## config.mk

```make
export PLATFORM = sky130hd
export DESIGN_NAME = output_read
export DESIGN_NICKNAME = d
export VERILOG_FILES = /design/src/rtl/output_read_pkg.sv /design/src/rtl/output_read_fifo.sv /design/src/rtl/output_read.sv
export SDC_FILE = /design/constraint.sdc
export NUM_CORES = 1
export LEC_CHECK = 0
export ABC_CLOCK_PERIOD_IN_PS = 3400
export CORE_ASPECT_RATIO = 1.1
export CORE_MARGIN = 2
export CORE_UTILIZATION = 35
export CTS_CLUSTER_DIAMETER = 150
export DETAILED_ROUTE_END_ITERATION = 8
export PLACE_DENSITY_LB_ADDON = 0.08
export SYNTH_ARGS = -nofsm -noshare
export SYNTH_HDL_FRONTEND = slang
export SYNTH_SLANG_ARGS = --single-unit
```

## constraint.sdc

```tcl
create_clock -name clk -period 3.4 [get_ports clk]
set_input_delay 0.34 -clock clk [delete_from_list [all_inputs] [get_ports clk]]
set_output_delay 0.34 -clock clk [all_outputs]
set_load 0.005 [all_outputs]
```

## src/rtl/output_read_pkg.sv

```systemverilog
// ---------------------------------------------------------------------------
// output_read_pkg : output-buffer layout constants and per-layer geometry
// Revision 1.0
// ---------------------------------------------------------------------------
`default_nettype none

package output_read_pkg;

  localparam int PartWords   = 1024;
  localparam int HalfOffset  = 4096;
  localparam int RowsPerPart = 6;

  localparam logic [12:0] BaseAddrPart0 = 13'd0;
  localparam logic [12:0] BaseAddrPart1 = 13'd1024;
  localparam logic [12:0] BaseAddrPart2 = 13'd2048;
  localparam logic [12:0] BaseAddrPart3 = 13'd3072;
  localparam logic [12:0] BaseAddrPart4 = 13'd4096;
  localparam logic [12:0] BaseAddrPart5 = 13'd5120;
  localparam logic [12:0] BaseAddrPart6 = 13'd6144;
  localparam logic [12:0] BaseAddrPart7 = 13'd7168;

  localparam logic [2:0] LAYER_1 = 3'd1;
  localparam logic [2:0] LAYER_2 = 3'd2;
  localparam logic [2:0] LAYER_3 = 3'd3;
  localparam logic [2:0] LAYER_4 = 3'd4;

  typedef enum logic [1:0] {
    S_IDLE   = 2'd0,
    S_CONFIG = 2'd1,
    S_READ   = 2'd2,
    S_DRAIN  = 2'd3
  } rd_state_e;

  function automatic logic [9:0] layer_w(input logic [2:0] l);
    logic [9:0] w;
    w = 10'd0;
    case (l)
      LAYER_1: w = 10'd119;
      LAYER_2: w = 10'd59;
      LAYER_3: w = 10'd29;
      LAYER_4: w = 10'd14;
      default: w = 10'd0;
    endcase
    return w;
  endfunction

  function automatic logic layer_legal(input logic [2:0] l);
    return (l >= LAYER_1) && (l <= LAYER_4);
  endfunction

  // Words per part: W columns times the fixed number of rows per part.
  function automatic logic [9:0] layer_n(input logic [2:0] l);
    return layer_w(l) * 10'(RowsPerPart);
  endfunction

endpackage

`default_nettype wire

```

## src/rtl/output_read_fifo.sv

```systemverilog
// ---------------------------------------------------------------------------
// output_read_fifo : shift-register skid FIFO, head entry is a register
// Revision 1.0
// ---------------------------------------------------------------------------
`default_nettype none

module output_read_fifo #(
  parameter int DEPTH = 4,
  parameter int WIDTH = 129
) (
  input  logic                       clk,
  input  logic                       rst_n,
  input  logic                       push_i,
  input  logic [WIDTH-1:0]           din_i,
  input  logic                       pop_i,
  output logic [WIDTH-1:0]           dout_o,
  output logic                       valid_o,
  output logic [$clog2(DEPTH):0]     count_o
);

  localparam int CW = $clog2(DEPTH) + 1;

  logic [WIDTH-1:0] mem_q [DEPTH];
  logic [WIDTH-1:0] w_up  [DEPTH];
  logic [CW-1:0]    count_q;
  logic [CW-1:0]    w_count_d;
  logic [CW-1:0]    w_wr_idx;
  logic             valid_q;
  logic             w_pop;
  logic             w_push;

  // Entry i takes entry i+1 on a pop; the tail entry simply keeps its value.
  for (genvar i = 0; i < DEPTH; i++) begin : g_up
    if (i < DEPTH - 1) begin : g_mid
      assign w_up[i] = mem_q[i+1];
    end else begin : g_tail
      assign w_up[i] = mem_q[i];
    end
  end

  assign w_pop     = pop_i && (count_q != '0);
  assign w_push    = push_i && ((count_q != CW'(DEPTH)) || w_pop);
  assign w_wr_idx  = count_q - CW'(w_pop);
  assign w_count_d = count_q + CW'(w_push) - CW'(w_pop);

  always_ff @(posedge clk or negedge rst_n) begin
    if (!rst_n) begin
      for (int i = 0; i < DEPTH; i++) begin
        mem_q[i] <= '0;
      end
      count_q <= '0;
      valid_q <= 1'b0;
    end else begin
      for (int i = 0; i < DEPTH; i++) begin
        if (w_push && (w_wr_idx == CW'(i))) begin
          mem_q[i] <= din_i;
        end else if (w_pop) begin
          mem_q[i] <= w_up[i];
        end
      end
      count_q <= w_count_d;
      valid_q <= (w_count_d != '0);
    end
  end

  assign dout_o  = mem_q[0];
  assign valid_o = valid_q;
  assign count_o = count_q;

endmodule

`default_nettype wire

```

## src/rtl/output_read.sv

```systemverilog
// ---------------------------------------------------------------------------
// output_read : streams one ping-pong half of the output buffer as 128b beats
// Revision 1.0
// ---------------------------------------------------------------------------
`default_nettype none

module output_read
  import output_read_pkg::*;
#(
  parameter int ADDR_WIDTH = 13,
  parameter int DATA_WIDTH = 64,
  parameter int FIFO_DEPTH = 4
) (
  input  logic                    clk,
  input  logic                    rst_n,
  input  logic                    start,
  input  logic [2:0]              layer,
  input  logic                    half,
  output logic                    busy,
  output logic                    read_done,
  output logic                    en_rd,
  output logic [ADDR_WIDTH-1:0]   addr_rd,
  input  logic [DATA_WIDTH-1:0]   din_b0,
  input  logic [DATA_WIDTH-1:0]   din_b1,
  output logic                    m_valid,
  input  logic                    m_ready,
  output logic [2*DATA_WIDTH-1:0] m_data,
  output logic                    m_last
);

  localparam int CW  = $clog2(FIFO_DEPTH) + 1;
  localparam int CWP = CW + 1;
  localparam int FW  = 2 * DATA_WIDTH + 1;

  rd_state_e      state_q;
  logic [2:0]     layer_q;
  logic           half_q;
  logic [9:0]     n_q;
  logic [9:0]     cnt_word_q;
  logic [1:0]     cnt_part_q;
  logic           read_done_q;
  logic           inflight_q;
  logic           last_inflight_q;

  logic [CW-1:0]  fifo_count;
  logic [FW-1:0]  fifo_dout;
  logic           fifo_valid;

  logic [CW:0]    w_occ;
  logic           w_issue;
  logic           w_word_end;
  logic           w_last;
  logic           w_pop;

  // Reads are issued only while the FIFO can absorb every outstanding word.
  assign w_occ      = {1'b0, fifo_count} + {{CW{1'b0}}, inflight_q};
  assign w_issue    = (state_q == S_READ) && (w_occ <= CWP'(FIFO_DEPTH - 2));
  assign w_word_end = (cnt_word_q == (n_q - 10'd1));
  assign w_last     = w_word_end && (cnt_part_q == 2'd3);
  assign w_pop      = fifo_valid && m_ready;

  always_ff @(posedge clk or negedge rst_n) begin
    if (!rst_n) begin
      state_q         <= S_IDLE;
      layer_q         <= 3'd0;
      half_q          <= 1'b0;
      n_q             <= 10'd0;
      cnt_word_q      <= 10'd0;
      cnt_part_q      <= 2'd0;
      read_done_q     <= 1'b0;
      inflight_q      <= 1'b0;
      last_inflight_q <= 1'b0;
    end else begin
      read_done_q     <= 1'b0;
      inflight_q      <= w_issue;
      last_inflight_q <= w_issue && w_last;
      case (state_q)
        S_IDLE: begin
          if (start) begin
            layer_q <= layer;
            half_q  <= half;
            state_q <= S_CONFIG;
          end
        end
        S_CONFIG: begin
          cnt_word_q <= 10'd0;
          cnt_part_q <= 2'd0;
          if (layer_legal(layer_q)) begin
            n_q     <= layer_n(layer_q);
            state_q <= S_READ;
          end else begin
            read_done_q <= 1'b1;
            state_q     <= S_IDLE;
          end
        end
        S_READ: begin
          if (w_issue) begin
            if (w_word_end) begin
              cnt_word_q <= 10'd0;
              cnt_part_q <= cnt_part_q + 2'd1;
              if (cnt_part_q == 2'd3) begin
                state_q <= S_DRAIN;
              end
            end else begin
              cnt_word_q <= cnt_word_q + 10'd1;
            end
          end
        end
        S_DRAIN: begin
          // Completion is tied to the tagged final beat leaving the FIFO.
          if (w_pop && m_last) begin
            read_done_q <= 1'b1;
            state_q     <= S_IDLE;
          end
        end
        default: state_q <= S_IDLE;
      endcase
    end
  end

  output_read_fifo #(
    .DEPTH (FIFO_DEPTH),
    .WIDTH (FW)
  ) u_fifo (
    .clk     (clk),
    .rst_n   (rst_n),
    .push_i  (inflight_q),
    .din_i   ({last_inflight_q, din_b1, din_b0}),
    .pop_i   (m_ready),
    .dout_o  (fifo_dout),
    .valid_o (fifo_valid),
    .count_o (fifo_count)
  );

  // Half, part and word fields are power-of-two aligned, so the sum is a concat.
  assign addr_rd   = ADDR_WIDTH'({half_q, cnt_part_q, cnt_word_q});
  assign en_rd     = w_issue;
  assign busy      = (state_q != S_IDLE);
  assign read_done = read_done_q;
  assign m_valid   = fifo_valid;
  assign m_data    = fifo_dout[2*DATA_WIDTH-1:0];
  assign m_last    = fifo_dout[FW-1];

endmodule

`default_nettype wire

```

==> summary.md, run 1 <==
| Metric | Value |
|---|---|
| Synthesis Warnings | `0` |
| Worst VDD drop | `497 uV` |
| Routed vias/inst | `around 5.1` |
| Top_reg_cell synth | `dfrtp_1` |
| First-pass GRT wire length | `108000 um` |
| Final Instance Area | `~30000 um2` |
| Area leader, netlist | `dfrtp_1` |
| Slew margin rel. | `0.268` |
| ANT nets after route | `0` |
| Worst path arrival time | `2.90 ns` |
| Number of enable flip-flop cells after synthesis | `0` |
| Achievable Freq | `0.309 GHz` |
| Final critical-path setup slack | `0.164 ns` |
| M3 GR Usage | `0.0254` |
| Commonest cells after routing, fill and taps aside | `nand2_1, dfrtp_1, clkdlybuf4s50_1, nor2_1, a31oi_1` |
| Met1 GRT Util | `0.245` |
| Final setup fails | `0` |
| Clock sinks | `550` |
| Placer Congestion | `0.783` |
| Avg Cell Area, Syn | `approximately 9.7 um2` |
| Power density cells | `844 nW/um2` |
| Final Net Count | `2860` |
| Met2 Use GR | `0.294` |
| P_sw | `~8300 uW` |
| Root Buffer Master | `clkbuf_16` |
| Num ports | `282` |
| Slew @ Worst Pin | `1.10 ns` |
| Crit Path Max Fanout | `8` |
| Total Routed Length | `65800 um` |
| Final worst-path cycle share | `0.952` |
| Switching part of the total | `0.325` |
| Asr flop ratio synth | `1.00` |
| Leak | `0.0134 uW` |
| Post-synth cell types | `60` |
| Sequential element share of the synthesized area | `0.541` |
| #FFs+latches synth | `550` |
| Sequential Power Share | `0.425` |
| Starting Density | `0.354` |
| Gr ovfl total | `0` |
| Antenna violations before repair | `4` |
| CTS tree | `yes` |
| Startpoint Class | `flip-flop` |
| MaxCap Viol Count | `0` |
| Initial DRT Pass Iterations | `5` |
| GRT Util Overall | `0.177` |
| Number of remaining DRC errors | `0` |
| Via count | `~19000` |
| Crit end category | `output pin` |
| Final TNS setup | `0 ns` |
| Area Overhead vs Synth | `19.2%` |
| FP Rows | `103` |
| Critical path type | `flip-flop to output pin` |
| Internal power | `17300 uW` |
| Yosys top cell area share | `0.541` |
| Post-Synthesis Cells | `2629` |
| Setup WS pre-CTS | `0.0426 ns` |
| Final hold violation count | `0` |
| DRT iter0 DRCs | `1215` |
| Die Y | `about 290 um` |
| Logic pwr share | `0.316` |
| Drt wl/cell | `17.8 um` |
| TritonCTS Buffers | `about 60` |
| H-tree levels | `2` |
| Worst Hold Class | `input pin to flip-flop` |
| Clk pin slew, worst setup/hold paths | `0.06 ns` |
| Fillcell total | `just under 7000` |
| Clock power frac | `0.259` |
| Largest net degree at the start of global routing | `194` |
| RSZ-0062 raised after global routing | `false` |
| Min cycle time layout | `3.24 ns` |
| Syn Nets | `2782` |
| Worst EP required | `between 3 and 4 ns` |
| Placeable Area | `71900 um2` |
| Leading cell type in the layout, fill and taps excluded | `nand2_1` |
| Synth area leaders | `dfrtp_1, nand2_1, a31oi_1, mux2_2, mux2i_1` |
| Vias in the first global route | `19300` |
| Top Usage Layer GRT | `met2` |
| Final count of pins violating max slew | `0` |
| Die width | `261 um` |
| Outcome | `finished, final reports clean` |
| Placed cell area | `28300 um2` |
| Post-Syn Area | `25400 um2` |
| HPWL Detailed | `40200 um` |
| Input/output buffers | `281` |
| CTS max path bufs | `3` |
| Die ar. | `74900 um2` |
| Final Skew | `0.0156 ns` |
| Clk Latency, worst-skew pair | `0.61 ns` |
| Share of layout cells above drive strength 1 | `0.104` |
sequential cells by signal, summed over array words and instances (netlist names), named ones only:
name and flops:
u_fifo.mem_q 387, last_inflight_q 1, inflight_q 1, half_q 1, cnt_word_q 10, cnt_part_q 2
layer_q 3, u_fifo.valid_o 1, u_fifo.count_o 3, state_q 1, n_q 9, u_fifo.dout_o 129
read_done 1
synth_stat cells, drive strengths merged, types with 2 or more instances:
| cell type | n |
|---|---|
| a2111oi | 2 |
| a211oi | 3 |
| a21boi | 2 |
| a21o | 4 |
| a21oi | 8 |
| a22o | 6 |
| a31o | 2 |
| a31oi | 261 |
| a32o | 2 |
| and3 | 4 |
| buf | 219 |
| clkbuf | 87 |
| dfrtp | 550 |
| fa | 2 |
| ha | 15 |
| inv | 23 |
| mux2 | 132 |
| mux2i | 132 |
| nand2 | 667 |
| nand2b | 2 |
| nand3 | 13 |
| nand3b | 3 |
| nand4 | 4 |
| nor2 | 278 |
| nor2b | 5 |
| nor3 | 5 |
| o21ai | 150 |
| o22ai | 3 |
| o31ai | 8 |
| or2 | 2 |
| or2b | 2 |
| or3 | 5 |
| xnor2 | 8 |
| xor2 | 5 |
power groups by stage:
stage                     sequential [uW]  clock, uW  combinational (uW)
after global placement              10900          0                7960
final                               10900       6640                8090
after detailed placement            11000          0                8200
after CTS                           10900       6880                8250
after floorplan                     10400          0                6090
after global routing                11200       7110                9170
area by class of cell:
class | instances | area, um2 | share of cell area
Inverter | 23 | 96.3 | 0.00318
Multi-Input combinational cell | 1749 | 9860 | 0.325
Clock buffer | 97 | 1860 | 0.0614
Clock inverter | 14 | 156 | 0.00516
Sequential cell | 550 | 13800 | 0.454
Timing Repair Buffer | 322 | 3400 | 0.112
Antenna cell | 3 | 7.51 | 0.000247
Tap cell | 945 | 1180 | 0.0390
path summary, 6_finish.rpt:
path,start,to,slack [ns],cells after the start
worst max-delay path,u_fifo.count_o[0]$_DFF_PN0_,en_rd,0.16,7
worst min register to register,u_fifo.mem_q[0]$_DFFE_PN0P_,u_fifo.mem_q[0]$_DFFE_PN0P_,0.50,1
min in group asynchronous,rst_n,u_fifo.dout_o[84]$_DFFE_PN0P_,0.33,2
worst min-delay path,layer[0],layer_q[0]$_DFFE_PN0P_,0.30,3
max in group asynchronous,rst_n,u_fifo.mem_q[94]$_DFFE_PN0P_,2.02,3
worst max register to register,u_fifo.count_o[2]$_DFF_PN0_,u_fifo.mem_q[182]$_DFFE_PN0P_,0.32,5
worst max-delay path: stages, from the launching register on:
cell and delay, ns:
dfrtp_1 0.44, ha_1 0.23, ha_1 0.27, a221o_1 0.42, nor2_4 0.16, nand2_4 0.11, inv_4 0.15, clkdlybuf4s50_1 0.51
cells by family (layout without fill, tap and decap cells):
| logic type | count (synthesis) | in the layout | share of synthesized area |
|---|---|---|---|
| adders and majority gates | 17 | 17 | 0.00895 |
| DFF | 550 | 550 | 0.541 |
| AOI/OAI and AO/OA | 459 | 459 | 0.109 |
| other | 0 | 3 | 0 |
| and+or+nand+nor | 996 | 996 | 0.153 |
| muxes | 264 | 264 | 0.110 |
| buffers and inverters | 330 | 456 | 0.0736 |
| xor gates and xnor gates | 13 | 13 | 0.00447 |
layer usage:
layer / vias to the layer above / part of all wire
met4: 2 / 0.020
met1: 9374 / 0.46
met2: 351 / 0.48
met3: 78 / 0.040
li1: 8936 / -
met5: - / 0.00015
per-stage QoR:
step                hold WS, ns   util  total power, uW  instances
finish                    0.303  0.422            25600       3703
floorplan                0.0444      -            16500       2629
global route              0.306  0.422            27500       3703
CTS                       0.253  0.422            26000       3700
detailed placement        0.412  0.393            19200       3588
global placement          0.403  0.393            18900       3588
timing repair:
action,in CTS,in global routing
hold buffers,1,0
setup endpoints to repair,1,1
buffers inserted,0,0
hold endpoints to repair,72,0
resized for setup,4,2
Power figures use the tool's default switching activity.
==> run 2, diff against run 1 <==
Settings changed: CORE_ASPECT_RATIO 1.1 to 1.25, CTS_BUF_LIST set to sky130_fd_sc_hd__clkbuf_4, REMOVE_ABC_BUFFERS set to 1.
==> run 2 against run 1 <==
Net effect:
- maximum frequency increased by 3.7%
- global-route usage increased by 0.57 points
- utilization increased by 1.8 points
- critical path type is now flip-flop to flip-flop
- sequential cell count unchanged
- combinational power increased by 2%
- critical endpoint is now u_fifo.dout_o[13]$_DFFE_PN0P_
- clock power decreased by 6.6%
- sequential share of layout area decreased by 1.9 points
- first-iteration DRC count decreased by 1.4%
==> summary.md, run 2 (synthesis gave the netlist of run 1 again) <==
| Metric | Value |
|---|---|
| Outcome | `finished, final reports clean` |
| Critical path type | `flip-flop to flip-flop` |
| Internal power | `16800 uW` |
| Placer Congestion | `0.760` |
| Final Skew | `0.0448 ns` |
| Placeable Area | `about 72000 um2` |
| Leading cell type in the layout, fill and taps excluded | `nand2_1` |
| Slew @ Worst Pin | `1.32 ns` |
| CTS tree | `yes` |
| Worst Hold Class | `input pin to flip-flop` |
| Clk pin slew, worst setup/hold paths | `0.06 ns` |
| Largest net degree at the start of global routing | `194` |
| Via count | `19800` |
| Min cycle time layout | `3.12 ns` |
| Final hold violation count | `0` |
| Commonest cells after routing, fill and taps aside | `nand2_1, dfrtp_1, clkdlybuf4s50_1, nor2_1, a31oi_1` |
| Input/output buffers | `281` |
| FP Rows | `110` |
| Slew margin rel. | `0.123` |
| Vias in the first global route | `20200` |
| Total Routed Length | `67600 um` |
| Switching part of the total | `0.336` |
| Clk Latency, worst-skew pair | `a little under 1 ns` |
| Crit end category | `flip-flop` |
| HPWL Detailed | `40200 um` |
| Max reg flops | `387` |
| Initial DRT Pass Iterations | `5` |
| Die width | `245 um` |
| Startpoint Class | `flip-flop` |
| CTS max path bufs | `3` |
| Final core utilization | `0.440` |
| Clock sinks | `550` |
| Achievable Freq | `roughly 0.32 GHz` |
| Root Buffer Master | `clkbuf_4` |
| Crit Path Max Fanout | `slightly below 200` |
| Clock power frac | `0.245` |
| TritonCTS Buffers | `152` |
| Share of layout cells above drive strength 1 | `0.145` |
| First-pass GRT wire length | `roughly 110000 um` |
| H-tree levels | `4` |
| Routed vias/inst | `about 4.9` |
| GRT Util Overall | `0.183` |
| Final Net Count | `3088` |
| Number of remaining DRC errors | `0` |
| Sequential Power Share | `0.429` |
| ANT nets after route | `0` |
| Logic pwr share | `0.326` |
| Leak | `0.0142 uW` |
| Area Overhead vs Synth | `24.5%` |
| Worst Hold Launch | `m_ready` |
| Final Instance Area | `31700 um2` |
| Antenna violations before repair | `5` |
| Crit path launch | `u_fifo.count_o[2]$_DFF_PN0_` |
| Final setup fails | `0` |
| Largest register by flop count | `u_fifo.mem_q` |
| Worst EP required | `4.28 ns` |
| Die ar. | `74900 um2` |
| Final worst-path cycle share | `0.917` |
| RSZ-0062 raised after global routing | `false` |
| MaxCap Viol Count | `0` |
| Starting Density | `0.354` |
| P_sw | `roughly 8500 uW` |
| Gr ovfl total | `0` |
| DRT iter0 DRCs | `1198` |
| Die Y | `305 um` |
| FF-to-FF Start | `u_fifo.count_o[2]$_DFF_PN0_` |
| Final count of pins violating max slew | `0` |
| Num ports | `around 280` |
| Placed cell area | `28300 um2` |
| Worst VDD drop | `~430 uV` |
| Power density cells | `between 700 and 800 nW/um2` |
| Drt wl/cell | `16.9 um` |
| Worst path arrival time | `~4 ns` |
## run 2: metrics by stage
step                      setup WS (ns)  hold slack [ns]  total power [uW]  setup TNS [ns]  instances
after floorplan                  -17.52           0.0444             16000        -8149.98       2322
after global placement            0.204            0.409             18800               0       3594
after detailed placement          0.125            0.413             19100               0       3594
after CTS                         0.112           0.0269             25800               0       3997
final                             0.281            0.195             25300               0       4000
after global routing             0.0640            0.130             27300               0       4000
## run 2: area by class of cell
cell class	instances	area [um2]
diodes	3	7.51
clock buffers	227	1700
clock inverters	37	262
fillers	7007	40300
inverters	23	96.3
multi-input cells	1749	9870
flip-flops and latches	550	13800
well taps	952	1190
repair buffers	459	4780
## run 2: final timing paths
kind                       slack (ns)  cells past startpoint                        endpoint
setup reg to reg                 0.28                      5   u_fifo.dout_o[13]$_DFFE_PN0P_
max in group asynchronous        2.18                      4  u_fifo.dout_o[120]$_DFFE_PN0P_
setup / recovery                 0.28                      5   u_fifo.dout_o[13]$_DFFE_PN0P_
min in group asynchronous        0.63                      4  u_fifo.dout_o[100]$_DFFE_PN0P_
hold reg to reg                  0.50                      1    u_fifo.mem_q[27]$_DFFE_PN0P_
hold / removal                   0.19                      3                       flip-flop
## run 2: power groups by stage
stage | registers [uW] | clock network (uW) | logic [uW]
2_1_floorplan | 10600 | 0 | 5400
3_3_place_gp | 10900 | 0 | 7930
3_5_place_dp | 11000 | 0 | 8160
4_1_cts | 10900 | 6500 | 8410
5_1_grt | 11200 | 6830 | 9260
6_report | 10900 | 6200 | 8260
## run 2: layer usage
layer | share of wire | global-route usage | vias to the layer above | wire, um
met5 | 0.00040 | 0 | - | 27
met2 | 0.49 | 0.306 | 461 | 33000
met1 | 0.44 | 0.231 | 9716 | 30100
met4 | 0.021 | 0.0669 | 4 | 1400
li1 | - | - | 9477 | -
met3 | 0.047 | 0.0413 | 104 | 3150
## run 2: worst max-delay path, stage by stage (launching register included)
cell and delay, ns:
dfrtp_1 0.47, o31ai_4 0.45, buf_12 0.75, buf_4 0.83, nand2_1 0.14, a31oi_1 0.21
## run 2: repair_timing
item,4_1_cts,5_1_grt
endpoints found under the hold margin,935,0
setup buffers,4,0
resized for setup,9,0
endpoints found under the setup margin,1,0
hold buffers,135,0
==> run 3, diff against run 2 <==
Settings changed: CORE_MARGIN 2 to not set.
==> run 3 against run 2 <==
Net effect:
- register-to-register slack improved by 0.099 ns
- power decreased by 0.44%
- final cell count increased by 0.50%
- non-clock buffer count increased by 15
- count of clock-buffer cells in the layout decreased by 5
==> summary.md, run 3 (synthesis gave the netlist of run 1 again) <==
| Metric | Value |
|---|---|
| Clock sinks | `550` |
| Initial DRT Pass Iterations | `5` |
| Final Net Count | `3105` |
| Worst Hold Class | `input pin to flip-flop` |
| Root Buffer Master | `clkbuf_4` |
| Slew margin rel. | `0.250` |
| MaxCap Viol Count | `0` |
| GRT Util Overall | `0.186` |
| Die Y | `303 um` |
| Final hold violation count | `0` |
| Die ar. | `73800 um2` |
| Via count | `19800` |
| Critical path type | `flip-flop to output pin` |
| Starting Density | `0.354` |
| Clk Latency, worst-skew pair | `0.98 ns` |
| Share of layout cells above drive strength 1 | `0.148` |
| Slew @ Worst Pin | `1.13 ns` |
| Leading cell type in the layout, fill and taps excluded | `nand2_1` |
| Total Routed Length | `slightly below 70000 um` |
| Crit end category | `output pin` |
| Placer Congestion | `0.756` |
| Worst path arrival time | `2.80 ns` |
| Achievable Freq | `around 0.32 GHz` |
| Drt wl/cell | `16.7 um` |
| Largest register by flop count | `u_fifo.mem_q` |
| H-tree levels | `4` |
| Min cycle time layout | `3.14 ns` |
| Routed vias/inst | `4.93` |
| Power density cells | `792 nW/um2` |
| Input/output buffers | `281` |
| Final core utilization | `0.442` |
| CTS max path bufs | `3` |
| HPWL Detailed | `about 41000 um` |
| Number of remaining DRC errors | `0` |
| First-pass GRT wire length | `around 110000 um` |
| Final count of pins violating max slew | `0` |
| Outcome | `finished, final reports clean` |
| Final TNS setup | `0 ns` |
| Worst VDD drop | `about 330 uV` |
| Final setup fails | `0` |
| Fillcell total | `7014` |
| Gr ovfl total | `0` |
| Clk pin slew, worst setup/hold paths | `approximately 0.070 ns` |
| Final worst-path cycle share | `0.923` |
| R2R setup slack | `approximately 0.38 ns` |
| TritonCTS Buffers | `154` |
| Commonest cells after routing, fill and taps aside | `nand2_1, dfrtp_1, clkdlybuf4s50_1, nor2_1, a31oi_1` |
| Antenna violations before repair | `2` |
| CTS tree | `yes` |
| Crit Path Max Fanout | `3` |
| Largest net degree at the start of global routing | `around 200` |
| Num ports | `about 280` |
| Startpoint Class | `flip-flop` |
| Leak | `approximately 0.014 uW` |
| Worst EP required | `3.06 ns` |
| FP Rows | `110` |
| Die width | `between 200 and 250 um` |
| Max reg flops | `387` |
| Placeable Area | `72000 um2` |
| Vias in the first global route | `20400` |
| Area Overhead vs Synth | `25.0%` |
| DRT iter0 DRCs | `1097` |
| Final Skew | `0.0496 ns` |
| ANT nets after route | `0` |
run 3: changes by cell type in the layout (fill, tap and decap cells not counted), sizes merged:
cell,before,now
buf,45,66
bufinv,4,2
clkbuf,227,222
clkinv,27,34
clkinvlp,0,2
diode,3,6
dlygate4sd3,134,128
run 3: path summary, 6_finish.rpt:
| kind | start | end | depth (start not counted) |
|---|---|---|---|
| worst max-delay path | inflight_q$_DFF_PN0_ | en_rd | 7 |
| worst min-delay path | din_b1[26] | u_fifo.mem_q[348]$_DFFE_PN0P_ | 3 |
| worst max register to register | u_fifo.count_o[2]$_DFF_PN0_ | u_fifo.mem_q[53]$_DFFE_PN0P_ | 10 |
| worst min register to register | u_fifo.mem_q[128]$_DFFE_PN0P_ | u_fifo.mem_q[257]$_DFFE_PN0P_ | 2 |
| max in group asynchronous | rst_n | u_fifo.count_o[0]$_DFF_PN0_ | 4 |
| min in group asynchronous | rst_n | u_fifo.dout_o[50]$_DFFE_PN0P_ | 4 |
run 3: critical path: stages, from the launching register on:
cell and delay [ns]:
dfrtp_1 0.39, ha_1 0.21, ha_1 0.28, a221o_1 0.38, nor2_4 0.16, nand2_4 0.07
inv_2 0.09, dlygate4sd2_1 0.23
run 3: final cells by class:
cell class / count / area, um2 / share of cell area
flip-flops and latches: 550 / 13800 / 0.433
multi-input cells: 1749 / 9860 / 0.310
repair buffers: 474 / 4980 / 0.157
clock buffers: 222 / 1670 / 0.0524
well taps: 952 / 1190 / 0.0374
clock inverters: 44 / 236 / 0.00743
inverters: 23 / 93.8 / 0.00295
diodes: 6 / 15.0 / 0.000472
run 3: report_power, final:
group          internal (uW)  total [uW]  leakage [uW]  switching [uW]
sequential              9240       10900       0.00703            1630
combinational           4310        8370       0.00609            4060
clock                   3140        5970       0.00114            2830
total                  16700       25200        0.0143            8510
run 3: per-stage QoR:
stage                     hold slack [ns]  power (uW)  instances  area, um2  setup WS, ns
after global routing               0.0224       27200       4020      31800      -0.00356
after CTS                         0.00147       25700       4014      31800         0.111
after global placement              0.395       18900       3614      28500         0.197
after floorplan                    0.0444       16000       2322      23700        -17.52
after detailed placement            0.398       19300       3614      28500         0.192
final                               0.124       25200       4020      31800         0.263
run 3: repair_timing:
| action | CTS | global route |
|---|---|---|
| gates resized for setup | 7 | 0 |
| endpoints found under the hold margin | 883 | 0 |
| endpoints found under the setup margin | 1 | 0 |
| setup buffers | 5 | 0 |
| hold buffers | 129 | 0 |
run 3: per-layer routing:
metal  global-route usage  share of wire  wire length [um]
met1                0.234           0.45             30000
met2                0.310           0.49             32800
met3               0.0430          0.045              3020
met4               0.0716          0.021              1420
met5                    0              0                 0
